## src/rtl/hdlc_pkg.sv

```systemverilog
// Shared HDLC framing constants, FSM state encoding and a bit-reversal helper.
package hdlc_pkg;

    typedef enum logic [2:0] {
        IDLE       = 3'd0,
        OPEN_FLAG  = 3'd1,
        DATA       = 3'd2,
        FCS        = 3'd3,
        CLOSE_FLAG = 3'd4,
        ABORT      = 3'd5
    } hdlc_state_e;

    localparam logic [7:0]  FLAG        = 8'h7E;
    localparam logic [7:0]  ABORT_PAT   = 8'h7F;
    localparam logic [15:0] CRC_POLY    = 16'h1021;
    localparam logic [15:0] CRC_INIT    = 16'hFFFF;
    localparam logic [2:0]  STUFF_LIMIT = 3'd5;

    // The line is LSB first, so the CRC runs on the bit-reversed polynomial.
    function automatic logic [15:0] reflect16(input logic [15:0] v);
        logic [15:0] r;
        r = 16'h0000;
        for (int i = 0; i < 16; i++) begin
            r[i] = v[15-i];
        end
        return r;
    endfunction

endpackage

```

## src/rtl/hdlc_fcs_gen.sv

```systemverilog
// Serial CRC-16-CCITT (reflected) register; one payload bit per enabled cycle.
module hdlc_fcs_gen
    import hdlc_pkg::*;
(
    input  logic        clk,
    input  logic        rst,
    input  logic        clr,
    input  logic        en,
    input  logic        din,
    output logic [15:0] crc
);

    localparam logic [15:0] POLY_REFL = reflect16(CRC_POLY);

    logic [15:0] crc_q, crc_d;

    always_comb begin
        crc_d = crc_q;
        if (clr) begin
            crc_d = CRC_INIT;
        end else if (en) begin
            crc_d = {1'b0, crc_q[15:1]} ^ ((crc_q[0] ^ din) ? POLY_REFL : 16'h0000);
        end
    end

    always_ff @(posedge clk or posedge rst) begin
        if (rst) begin
            crc_q <= CRC_INIT;
        end else begin
            crc_q <= crc_d;
        end
    end

    assign crc = crc_q;

endmodule

```

## src/rtl/hdlc_tx_framer.sv

```systemverilog
// HDLC transmit framer: opening/closing flags, zero insertion, optional FCS, abort sequence.
// Handshake: a byte is taken on a clock edge where Tx_Valid and Tx_Ready are both high.
module hdlc_tx_framer
    import hdlc_pkg::*;
#(
    parameter int FCS_EN = 1
) (
    input  logic        Clk,
    input  logic        Rst,
    input  logic        Tx_Enable,
    input  logic [7:0]  Tx_Data,
    input  logic        Tx_Valid,
    input  logic        Tx_Last,
    output logic        Tx_Ready,
    input  logic        Tx_AbortFrame,
    output logic        Tx,
    output logic        Tx_Busy,
    output logic        Tx_Done,
    output logic        Tx_AbortedTrans,
    output hdlc_state_e Dbg_State
);

    hdlc_state_e state_q, state_d;
    logic [2:0]  bit_cnt_q, bit_cnt_d;
    logic [2:0]  ones_q, ones_d;
    logic [7:0]  data_q, data_d;
    logic [2:0]  abort_wait_q, abort_wait_d;
    logic        last_q, last_d;
    logic        fcs_hi_q, fcs_hi_d;
    logic        tail_q, tail_d;
    logic        abort_pend_q, abort_pend_d;
    logic        done_q, done_d;
    logic        aborted_q, aborted_d;

    logic [15:0] crc;
    logic [15:0] fcs_word;
    logic        stuffing_state, stuff_slot, tx_bit, byte_end;
    logic        abort_req, abort_now, enter_abort, crc_en, crc_clr;

    hdlc_fcs_gen u_fcs_gen (
        .clk (Clk),
        .rst (Rst),
        .clr (crc_clr),
        .en  (crc_en),
        .din (tx_bit),
        .crc (crc)
    );

    // Line bit for the current cycle; a stuff slot sends 0 without advancing the byte.
    always_comb begin
        stuffing_state = (state_q == DATA) || (state_q == FCS);
        stuff_slot     = stuffing_state && (ones_q == STUFF_LIMIT);
        fcs_word       = ~crc;
        case (state_q)
            OPEN_FLAG, CLOSE_FLAG: tx_bit = FLAG[bit_cnt_q];
            DATA:                  tx_bit = stuff_slot ? 1'b0 : data_q[bit_cnt_q];
            FCS:                   tx_bit = stuff_slot ? 1'b0 : fcs_word[{fcs_hi_q, bit_cnt_q}];
            ABORT:                 tx_bit = ABORT_PAT[bit_cnt_q];
            default:               tx_bit = 1'b1;
        endcase
        byte_end  = (bit_cnt_q == 3'd7) && !stuff_slot;
        crc_clr   = (state_q == IDLE);
        crc_en    = (state_q == DATA) && !stuff_slot;
        Tx_Ready  = !abort_pend_q && byte_end &&
                    ((state_q == OPEN_FLAG) || ((state_q == DATA) && !last_q));
        abort_req = (abort_pend_q || Tx_AbortFrame) && (state_q != IDLE) && (state_q != ABORT);
        // Flags abort on the next bit; bytes wait for their boundary, bounded by the wait counter.
        abort_now = abort_req && ((state_q == OPEN_FLAG) || (state_q == CLOSE_FLAG) ||
                    byte_end || tail_q || (abort_pend_q && (abort_wait_q == 3'd6)));
    end

    always_comb begin
        state_d      = state_q;
        bit_cnt_d    = bit_cnt_q;
        data_d       = data_q;
        last_d       = last_q;
        fcs_hi_d     = fcs_hi_q;
        tail_d       = tail_q;
        abort_pend_d = abort_pend_q;
        abort_wait_d = abort_wait_q;
        done_d       = 1'b0;
        aborted_d    = 1'b0;
        ones_d       = stuffing_state ? (tx_bit ? ones_q + 3'd1 : 3'd0) : 3'd0;
        enter_abort  = abort_now || (Tx_Ready && !Tx_Valid);

        if (abort_req) begin
            abort_pend_d = 1'b1;
            abort_wait_d = abort_pend_q ? abort_wait_q + 3'd1 : 3'd0;
        end
        if (Tx_Ready && Tx_Valid) begin
            data_d = Tx_Data;
            last_d = Tx_Last;
        end

        case (state_q)
            IDLE: begin
                if (Tx_Enable && !done_q) begin
                    state_d   = OPEN_FLAG;
                    bit_cnt_d = 3'd0;
                    last_d    = 1'b0;
                    tail_d    = 1'b0;
                end
            end
            OPEN_FLAG: begin
                bit_cnt_d = bit_cnt_q + 3'd1;
                if (byte_end) begin
                    state_d = DATA;
                end
            end
            DATA, FCS: begin
                if (stuff_slot) begin
                    if (tail_q) begin
                        state_d = CLOSE_FLAG;
                        tail_d  = 1'b0;
                        ones_d  = 3'd0;
                    end
                end else begin
                    bit_cnt_d = bit_cnt_q + 3'd1;
                    if (bit_cnt_q == 3'd7) begin
                        if ((state_q == DATA) && last_q && (FCS_EN != 0)) begin
                            state_d  = FCS;
                            fcs_hi_d = 1'b0;
                        end else if ((state_q == FCS) && !fcs_hi_q) begin
                            fcs_hi_d = 1'b1;
                        end else if (last_q || (state_q == FCS)) begin
                            // A body ending in five 1s still owes one inserted 0 before the flag.
                            if (ones_d == STUFF_LIMIT) begin
                                tail_d = 1'b1;
                            end else begin
                                state_d = CLOSE_FLAG;
                                ones_d  = 3'd0;
                            end
                        end
                    end
                end
            end
            CLOSE_FLAG: begin
                bit_cnt_d = bit_cnt_q + 3'd1;
                if (bit_cnt_q == 3'd7) begin
                    state_d = IDLE;
                    done_d  = 1'b1;
                end
            end
            ABORT: begin
                bit_cnt_d = bit_cnt_q + 3'd1;
                if (bit_cnt_q == 3'd7) begin
                    state_d   = IDLE;
                    aborted_d = 1'b1;
                end
            end
            default: state_d = IDLE;
        endcase

        if (enter_abort) begin
            state_d      = ABORT;
            bit_cnt_d    = 3'd0;
            ones_d       = 3'd0;
            tail_d       = 1'b0;
            abort_pend_d = 1'b0;
            abort_wait_d = 3'd0;
        end
    end

    always_ff @(posedge Clk or posedge Rst) begin
        if (Rst) begin
            state_q      <= IDLE;
            bit_cnt_q    <= 3'd0;
            ones_q       <= 3'd0;
            data_q       <= 8'h00;
            last_q       <= 1'b0;
            fcs_hi_q     <= 1'b0;
            tail_q       <= 1'b0;
            abort_pend_q <= 1'b0;
            abort_wait_q <= 3'd0;
            done_q       <= 1'b0;
            aborted_q    <= 1'b0;
        end else begin
            state_q      <= state_d;
            bit_cnt_q    <= bit_cnt_d;
            ones_q       <= ones_d;
            data_q       <= data_d;
            last_q       <= last_d;
            fcs_hi_q     <= fcs_hi_d;
            tail_q       <= tail_d;
            abort_pend_q <= abort_pend_d;
            abort_wait_q <= abort_wait_d;
            done_q       <= done_d;
            aborted_q    <= aborted_d;
        end
    end

    assign Tx              = tx_bit;
    assign Tx_Busy         = (state_q != IDLE);
    assign Tx_Done         = done_q;
    assign Tx_AbortedTrans = aborted_q;
    assign Dbg_State       = state_q;

endmodule

```

## config.mk

```make
export PLATFORM = sky130hd
export DESIGN_NAME = hdlc_tx_framer
export DESIGN_NICKNAME = d
export VERILOG_FILES = /design/src/rtl/hdlc_pkg.sv /design/src/rtl/hdlc_fcs_gen.sv /design/src/rtl/hdlc_tx_framer.sv
export SDC_FILE = /design/constraint.sdc
export NUM_CORES = 1
export LEC_CHECK = 0
export CAP_MARGIN = 20
export CORE_ASPECT_RATIO = 1.4
export CORE_MARGIN = 2
export CORE_UTILIZATION = 57
export CTS_CLUSTER_SIZE = 8
export DETAILED_ROUTE_END_ITERATION = 16
export PLACE_DENSITY = 0.82
export SYNTH_ARGS = -nofsm -noshare
export SYNTH_HDL_FRONTEND = slang
export SYNTH_SLANG_ARGS = --single-unit
```

## constraint.sdc

```tcl
create_clock -name Clk -period 3.59 [get_ports Clk]
set_clock_uncertainty 0.15 [all_clocks]
set_input_delay 0.718 -clock Clk [delete_from_list [all_inputs] [get_ports Clk]]
set_output_delay 0.718 -clock Clk [all_outputs]
set_load 0.02 [all_outputs]
```

==> impl_metrics.json <==
{
  "initial_utilization_pct": 59.3,
  "path_buf_inv": 2,
  "synth-async-reset-ratio_pct": 100,
  "synthFlopType": "dfrtp_1",
  "insertedDiodeCount": 0,
  "cts_made_buffers": 5,
  "instances_no_fill": 303,
  "critPathLaunchType": "register",
  "min_from": "abort_wait_q[2]",
  "portBuffers": 21,
  "hold_ws_ns": 0.332,
  "path_class": "reg2out",
  "synth_nets": 257,
  "crit_chain": "mux4_2 -> mux4_2 -> nor2_2 -> nor3_4 -> inv_1 -> clkdlybuf4s50_1",
  "vias_per_cell": 6.12,
  "rrSetupSlack_ns": 0.67,
  "drive_gt1_share_pct": 22.3,
  "finalHoldViolCount": 0,
  "drc": 0,
  "rows": 27,
  "vias": 1855,
  "critPathMaxFanout": 7,
  "required_ns": 2.72,
  "core_sq_um": 3950,
  "grt_pass1_vias": 1840,
  "place_hpwl_um": 3640,
  "yosys_warnings": 0,
  "overflow": 0,
  "wl_um": 5070,
  "wl_per_cell_um": 16.7,
  "finalPower_mw": 2.12,
  "die_y_um": 79.9,
  "grt.total_usage_pct": 23.3,
  "worst_pin_slew_ns": 0.822,
  "status": "finished, final reports clean",
  "grt_pass1_wl_um": 8140,
  "power_leakage_nw": 1.14,
  "seq_area_frac_synth_pct": 45.7,
  "crit_path_frequent_cell": "mux4_2",
  "die_area_sq_um": 4650,
  "syn_inst": 236,
  "crit_path_start": "bit_cnt_q[0]",
  "gp_congestion": 0.826,
  "die_x_um": 58.2,
  "cpLargestDelayFamily": "multiplexers",
  "yosys_register_bits": 42,
  "drt_iter0_markers": 113,
  "drt-pass1-iter-count": 4,
  "relSlewSlack_pct": 45.0,
  "powerDensity_nw_per_um2": 773,
  "fmaxAchievable_mhz": 283,
  "syn_area_sq_um": 2340,
  "antenna_found_initial": 0,
  "htreeDepth": 2,
  "hp-class": "reg2reg",
  "slew_violations": 0,
  "crit_path_max_incr_delay_ns": 0.59,
  "cp.arrival_ns": 2.66,
  "cts_buffer_depth": 2,
  "fin_nets": 280,
  "pre_cts_slack_ns": 0.191,
  "clock-sinks": 42,
  "cts_tree": "built",
  "grt_max_degree": 43,
  "ios": 22,
  "cts_root_buf": "clkbuf_8",
  "slowest_stage": "clkdlybuf4s50_1",
  "maxCapViolations": 0,
  "setup_ws_ns": 0.0582,
  "dpl.cell_count": 293,
  "final_core_util_pct": 69.3,
  "area_growth_pct": 16.8,
  "vdd_drop_max_mv": 0.600,
  "path_clk_slew_ns": 0.08,
  "synth_edf_count": 0,
  "period_minus_slack_ns": 3.53,
  "avgSynthCellArea_sq_um": 9.94,
  "endpoint_kind": "output pin",
  "worstReg2RegStart": "Dbg_State[1]",
  "yosys.cell_types.count": 45,
  "ant_nets": 0,
  "finalSetupViolations": 0,
  "clkLatencyLatePin_ns": 0.30,
  "fin_crit_sh_pct": 98.4
}
==> worst paths after layout <==
| path | endpoint | cells after the start |
|---|---|---|
| max | Tx | 6 |
| min | abort_wait_q[2] | 1 |
| max reg2reg | Dbg_State[1] | 6 |
| min reg2reg | abort_wait_q[2] | 1 |
| max in group asynchronous | bit_cnt_q[2] | 3 |
| min in group asynchronous | data_q[4] | 3 |
==> timing repair <==
item,CTS,global route
setup buffers,1,1
resized for setup,1,4
hold endpoints to repair,0,0
hold buffers,0,0
setup endpoints to repair,1,1
pin swaps,1,0
==> area by class of cell <==
| type | count | area, sq um |
|---|---|---|
| tap | 43 | 53.8 |
| sequential | 42 | 1070 |
| multi-input combinational | 170 | 1200 |
| timing repair buffer | 31 | 285 |
| clock buffer | 7 | 86.3 |
| clock inverter | 1 | 5.00 |
| fill | 298 | 1210 |
| inverter | 9 | 33.8 |
==> sequential cells by signal, summed over array words and instances (netlist names) <==
signal,flops
data_q,8
abort_wait_q,3
Tx_Done,1
last_q,1
Tx_AbortedTrans,1
ones_q,3
Dbg_State,3
bit_cnt_q,3
tail_q,1
abort_pend_q,1
fcs_hi_q,1
u_fcs_gen.crc,16
==> per-stage QoR <==
stage	cell area, sq um	TNS [ns]
6_report	2740	0
4_1_cts	2720	0
2_1_floorplan	2340	0
3_5_place_dp	2620	0
3_3_place_gp	2620	0
5_1_grt	2740	-0.0333
==> Yosys cell counts, types with 2 or more instances <==
library cell,n,area (sq um)
nor3_1,5,25.0
dfrtp_1,26,651
mux2_2,8,90.1
a211oi_1,2,15.0
nand2_1,13,48.8
nor2b_1,4,25.0
xor2_1,2,17.5
nand3_1,9,45.0
buf_2,2,10.0
nor4_1,3,18.8
a31oi_1,2,12.5
o21ai_0,7,35.0
a2111oi_2,2,30.0
inv_1,9,33.8
and3_1,2,12.5
a21oi_1,24,120
mux4_2,7,158
dfstp_2,16,420
mux2i_1,4,40.0
ha_1,7,87.6
nand2b_1,2,12.5
nor2_1,44,165
clkbuf_1,12,45.0
o21a_1,2,15.0
xnor3_1,2,45.0
==> placed cells by master (no fill, tap or decap), types with 2 or more instances in the layout <==
cell type	count
dfrtp_1	24
mux4_2	7
a2111oi_2	2
o21ai_0	7
clkbuf_8	6
nand2_1	13
a31oi_1	2
and3_1	2
mux2i_1	4
nor4_1	3
nand3_1	9
a21oi_1	24
ha_1	7
inv_1	9
nand2b_1	2
buf_4	10
nor2_1	43
nor3_1	4
dfrtp_2	2
dfstp_2	16
xnor3_1	2
nor2b_1	4
o21a_1	2
xor2_1	2
mux2_2	8
clkdlybuf4s50_1	21
==> power breakdown <==
part	total, mW	internal, mW	switching [mW]
Combinational	0.929	0.477	0.452
Clock	0.315	0.155	0.160
Sequential	0.872	0.688	0.184
==> logic make-up (layout without fill, tap and decap cells) <==
family,after synthesis,in the layout,share of synthesized area (%)
AOI/OAI and AO/OA,49,49,13.5
muxes,19,19,12.3
DFF,42,42,45.7
buffers and inverters,24,48,3.95
adders and majority gates,7,7,3.74
xor gates and xnor gates,5,5,3.04
and+or+nand+nor,90,90,17.8
==> per-layer routing <==
metal | GRT usage (%) | part of all wire (%)
met5 | 0 | 0
met4 | 10.9 | 3.1
met3 | 5.02 | 4.7
met2 | 40.0 | 52
met1 | 27.3 | 40
No activity file was read; power rests on OpenSTA's default activity.
